--- src/rtl/irq_ctrl.sv ---
// Interrupt controller: synchronized sources, per-channel edge/level capture,
// enable masking, lowest-index-first vector and an active-low registered IRQ.
module irq_ctrl #(
    parameter int          N           = 8,
    parameter int          SYNC_STAGES = 2,
    parameter logic [7:0]  MODE_RST    = 8'hFF
) (
    input  logic         CLK,
    input  logic         RES_N,
    input  logic [N-1:0] SRC,
    input  logic         CS,
    input  logic         R_W,
    input  logic [1:0]   ADDR,
    input  logic [7:0]   DB_IN,
    output logic [7:0]   DB_OUT,
    output logic         IRQ_N
);

    // Channels that physically exist; everything above reads 0 and ignores writes.
    localparam logic [7:0] CH_MASK = 8'((16'd1 << N) - 16'd1);

    localparam logic [1:0] ADDR_STATUS = 2'd0;
    localparam logic [1:0] ADDR_ENABLE = 2'd1;
    localparam logic [1:0] ADDR_MODE   = 2'd2;
    localparam logic [1:0] ADDR_VECTOR = 2'd3;

    // Lowest set index wins; result is {valid, 4'b0, idx}.
    function automatic logic [7:0] vector_of(input logic [7:0] req);
        logic [7:0] v;
        v = 8'h00;
        for (int i = 7; i >= 0; i--) begin
            if (req[i]) begin
                v = {1'b1, 4'b0000, 3'(i)};
            end else begin
                v = v;
            end
        end
        return v;
    endfunction

    logic [7:0] src_ext_s;
    logic [7:0] s_sync_s;
    logic [7:0] rise_s;
    logic [7:0] ack_s;
    logic       wr_s;

    logic [7:0] s_prev_q,  s_prev_d;
    logic [7:0] pending_q, pending_d;
    logic [7:0] enable_q,  enable_d;
    logic [7:0] mode_q,    mode_d;
    logic       irq_n_q,   irq_n_d;

    // Widen the source vector to the fixed 8-bit register width.
    always_comb begin
        src_ext_s = 8'h00;
        for (int i = 0; i < N; i++) begin
            src_ext_s[i] = SRC[i];
        end
    end

    generate
        if (SYNC_STAGES == 0) begin : g_nosync
            assign s_sync_s = src_ext_s;
        end else begin : g_sync
            logic [7:0] sync_q [SYNC_STAGES];

            // Metastability chain for the asynchronous sources.
            always_ff @(posedge CLK) begin
                if (!RES_N) begin
                    for (int k = 0; k < SYNC_STAGES; k++) begin
                        sync_q[k] <= 8'h00;
                    end
                end else begin
                    sync_q[0] <= src_ext_s;
                    for (int k = 1; k < SYNC_STAGES; k++) begin
                        sync_q[k] <= sync_q[k-1];
                    end
                end
            end

            assign s_sync_s = sync_q[SYNC_STAGES-1];
        end
    endgenerate

    assign wr_s   = CS & ~R_W;
    assign rise_s = s_sync_s & ~s_prev_q;
    assign ack_s  = (wr_s && (ADDR == ADDR_VECTOR)) ? (DB_IN & CH_MASK) : 8'h00;

    // Next-state for control registers, pending capture and the IRQ line.
    always_comb begin
        s_prev_d = s_sync_s;

        if (wr_s && (ADDR == ADDR_ENABLE)) begin
            enable_d = DB_IN & CH_MASK;
        end else begin
            enable_d = enable_q;
        end

        if (wr_s && (ADDR == ADDR_MODE)) begin
            mode_d = DB_IN & CH_MASK;
        end else begin
            mode_d = mode_q;
        end

        pending_d = 8'h00;
        for (int i = 0; i < N; i++) begin
            if (!mode_q[i] && mode_d[i]) begin
                // Switching level -> edge starts the channel from a clean slate.
                pending_d[i] = 1'b0;
            end else if (!mode_d[i]) begin
                // Level channel (incl. edge -> level switch) mirrors the input.
                pending_d[i] = s_sync_s[i];
            end else begin
                // Edge channel: a new edge beats a simultaneous ACK.
                pending_d[i] = rise_s[i] | (pending_q[i] & ~ack_s[i]);
            end
        end

        irq_n_d = ~|(pending_q & enable_q);
    end

    // State registers with synchronous active-low reset.
    always_ff @(posedge CLK) begin
        if (!RES_N) begin
            s_prev_q  <= 8'h00;
            pending_q <= 8'h00;
            enable_q  <= 8'h00;
            mode_q    <= MODE_RST & CH_MASK;
            irq_n_q   <= 1'b1;
        end else begin
            s_prev_q  <= s_prev_d;
            pending_q <= pending_d;
            enable_q  <= enable_d;
            mode_q    <= mode_d;
            irq_n_q   <= irq_n_d;
        end
    end

    // Side-effect-free read mux; idle bus reads as zero.
    always_comb begin
        DB_OUT = 8'h00;
        if (CS && R_W) begin
            case (ADDR)
                ADDR_STATUS: DB_OUT = pending_q;
                ADDR_ENABLE: DB_OUT = enable_q;
                ADDR_MODE:   DB_OUT = mode_q;
                ADDR_VECTOR: DB_OUT = vector_of(pending_q & enable_q);
                default:     DB_OUT = 8'h00;
            endcase
        end else begin
            DB_OUT = 8'h00;
        end
    end

    assign IRQ_N = irq_n_q;

endmodule

--- config.mk ---
export PLATFORM = sky130hd
export DESIGN_NAME = irq_ctrl
export DESIGN_NICKNAME = d
export VERILOG_FILES = /design/src/rtl/irq_ctrl.sv
export SDC_FILE = /design/constraint.sdc
export NUM_CORES = 1
export LEC_CHECK = 0
export ABC_AREA = 1
export BUFFER_PORTS_ARGS = -buffer_cell sky130_fd_sc_hd__buf_2
export CORE_MARGIN = 8
export CORE_UTILIZATION = 47
export CTS_BUF_LIST = sky130_fd_sc_hd__clkbuf_4
export DETAILED_ROUTE_END_ITERATION = 8
export GPL_TIMING_DRIVEN = 0
export PLACE_DENSITY_LB_ADDON = 0.3
export SYNTH_ARGS = -nofsm -noshare
export SYNTH_HDL_FRONTEND = slang
export SYNTH_SLANG_ARGS = --single-unit
--- constraint.sdc ---
create_clock -name CLK -period 2.85 [get_ports CLK]
set_input_delay 0.285 -clock CLK [delete_from_list [all_inputs] [get_ports CLK]]
set_output_delay 0.285 -clock CLK [all_outputs]
set_load 0.01 [all_outputs]
==> impl_metrics.tcl <==
set metrics [dict create \
    crit_path_end_kind "output pin" \
    dieArea_sq_mm 0.00682 \
    row_count 24 \
    ios 31 \
    synth_top_area_frac 0.471 \
    yosys.area_share.adder 0 \
    cp.required_ns 2.57 \
    remaining_drc_errors 0 \
    cts.sinks 49 \
    chipWidth_microns 82.6 \
    async_flop_share 0 \
    min-delay-start "SRC[7]" \
    maxCapViolCount 0 \
    clk_pin_slew_worst_paths_ns 0.14 \
    synthXorXnorAreaFrac 0 \
    synth_top_family_by_area "simple AND/OR/NAND/NOR gates" \
    syn_area_sq_mm 0.00208 \
    numCtsBuffers 5 \
    area_growth_pct 13.9 \
    outcome "complete, no violations" \
    r2r_start "mode_q[1]$_SDFF_PN1_" \
    track_usage 0.148 \
    clk-insertion-delay-late_ns 0.37 \
    cts_tree "yes" \
    gp_congestion 0.866 \
    synth_seq_area_share 0.471 \
    routed_wl_mm 4.44 \
    syn_inst 300 \
    grt_max_degree 15 \
    period_share 0.636 \
    antenna_found_initial 0 \
    synth_simple_gate_area_frac 0.214 \
    synth_edf_count 0 \
    critPathLaunch "pending_q[7]$_SDFF_PP0_" \
    port_buffers 29 \
    sw_frac_of_total 0.243 \
    ys_ff_latch 49 \
    hold_class "input pin to flop" \
    multi_input_area_sq_um 831 \
    ys_top_cells_by_count "nand2_1 (92), inv_1 (60), dfxtp_1 (49)" \
    ant_nets 0 \
    ys_top_cells_by_area "dfxtp_1 (47%), nand2_1 (17%), inv_1 (11%), o21ai_0 (9.1%), a21oi_1 (4.8%)" \
    cts_setup_buffers 0 \
    htree_levels 2 \
    critPathKind "flop to output pin" \
    die_h_microns 82.6 \
    cp-start-kind "flop" \
    power.switching_mw 0.305 \
    post-place-ws_ns 1.19 \
    ir_worst_vdd_mv 0.284 \
    pwr-share-comb 0.099 \
    maxSlewHeadroom 0.631 \
    fin_nets 358 \
    muxShareOfSynthArea 0 \
    clock_skew_ns 0.0133 \
    grt_remaining_overflow 0 \
    synth-compound-area-share 0.185 \
    nFillCells 448 \
    intPower_mw 0.953 \
    core_sq_mm 0.00432 \
    start_util 0.482 \
    tightest_slew_ns 0.553 \
    setup_ws_ns 1.04 \
    path_max_fanout 3 \
    firstDrtPassIters 4 \
    yosysWarnings 0 \
    yosysTopAreaCell "dfxtp_1" \
    hold_viol_final 0 \
    avgSynthCellArea_sq_um 6.94 \
    synth.distinct_cells 21 \
    setup_viol 0 \
    power_density_mw_per_mm2 530 \
    clkPwrFrac 0.322 \
    period_minus_slack_ns 1.81 \
    drt_iter0_markers 197 \
    seq_area_sq_um 981 \
    rsz0062_at_grt "false" \
    wire_per_inst_microns 11.4 \
    ys.flop_type "dfxtp_1" \
    ctsRootBufferMaster "clkbuf_4" \
    drive_gt1_frac 0.136 \
    synth_nets 322 \
    hpwlAfterDp_mm 3.24 \
    vias 1886 \
    max_freq_mhz 552 \
    antenna_cells 0 \
    yosys.cell_count.top_type "nand2_1" \
    holdBufCountCts 0 \
    grt_pass1_wl_mm 7.80 \
    grt_pass1_vias 1793 \
    p_leak_nw 1.35 \
    crit_arrival_ns 1.53 \
    fin_setup_tns_ns 0 \
    post_cts_resized 0 \
    seqPwrFrac 0.579 \
    viasPerCell 4.85 \
    maxSlewViolCount 0 \
    clk_path_buf_depth 2 \
]
[state kept, by name, indices dropped and copies added, names as in the netlist]
signal	cells
pending_q	8
mode_q	8
enable_q	8
IRQ_N	1
g_sync.sync_q	16
s_prev_q	8
[worst paths after layout]
kind | to | slack (ns) | depth (start not counted)
hold reg to reg | g_sync.sync_q[0][9]$_SDFF_PN0_ | 0.42 | 2
hold / removal | g_sync.sync_q[0][7]$_SDFF_PN0_ | 0.09 | 3
setup reg to reg | pending_q[1]$_SDFF_PP0_ | 1.87 | 5
setup / recovery | DB_OUT[0] | 1.04 | 11
[worst max-delay path, cell delays in order, from the launching register on]
cell,delay (ns)
dfxtp_1,0.39
nand2_1,0.10
inv_1,0.06
nand2_1,0.04
nand2_1,0.05
nand2_1,0.05
nand2_1,0.05
nand2_1,0.05
nand2_1,0.06
nand2_1,0.05
a21oi_1,0.11
buf_2,0.14
[layer usage]
| layer | up-vias | global-route usage | share of wire |
|---|---|---|---|
| li1 | 992 | - | - |
| met1 | 825 | 0.182 | 0.45 |
| met2 | 59 | 0.240 | 0.44 |
| met3 | 10 | 0.0444 | 0.084 |
| met4 | 0 | 0.0517 | 0.020 |
| met5 | - | 0 | 0 |
[kinds of logic after synthesis]
family / after synthesis
AOI/OAI and AO/OA: 70
DFF: 49
buffers and inverters: 70
and+or+nand+nor: 111
[final cells by class]
| class | instances | share of cell area |
|---|---|---|
| sequential | 49 | 0.414 |
| multi-input combinational | 181 | 0.350 |
| inverter | 63 | 0.0997 |
| timing repair buffer | 29 | 0.0612 |
| tap | 52 | 0.0274 |
| clock buffer | 6 | 0.0190 |
| buffer | 7 | 0.0148 |
| clock inverter | 2 | 0.0142 |
[power groups by stage]
stage / registers, mW / logic [mW] / clock network (mW)
after floorplan: 0.740 / 0.0836 / 0
after global placement: 0.743 / 0.122 / 0
after detailed placement: 0.743 / 0.125 / 0
after CTS: 0.728 / 0.126 / 0.415
after global routing: 0.732 / 0.146 / 0.445
final: 0.728 / 0.125 / 0.405
[placed cells by master (no fill, tap or decap), types with 5 or more instances in the layout]
cell type  Yosys  routed
nor2_1         7       7
nand2_1       92      92
clkbuf_1       5       5
buf_2          1      30
clkbuf_4       0       6
o211ai_1       5       5
dfxtp_1       49      49
a21oi_1       20      20
o21ai_0       38      38
nand3_1        7       7
inv_1         60      60
[stage by stage]
step	total power [mW]	hold WS, ns	std cells	cell area [sq um]	utilization
after detailed placement	0.868	0.397	381	2290	0.530
after global routing	1.32	0.0710	389	2370	0.549
after floorplan	0.823	0.383	300	2080	-
final	1.26	0.0884	389	2370	0.549
after CTS	1.27	0.0804	389	2370	0.549
after global placement	0.865	0.392	381	2290	0.530
Power figures use the tool's default switching activity.
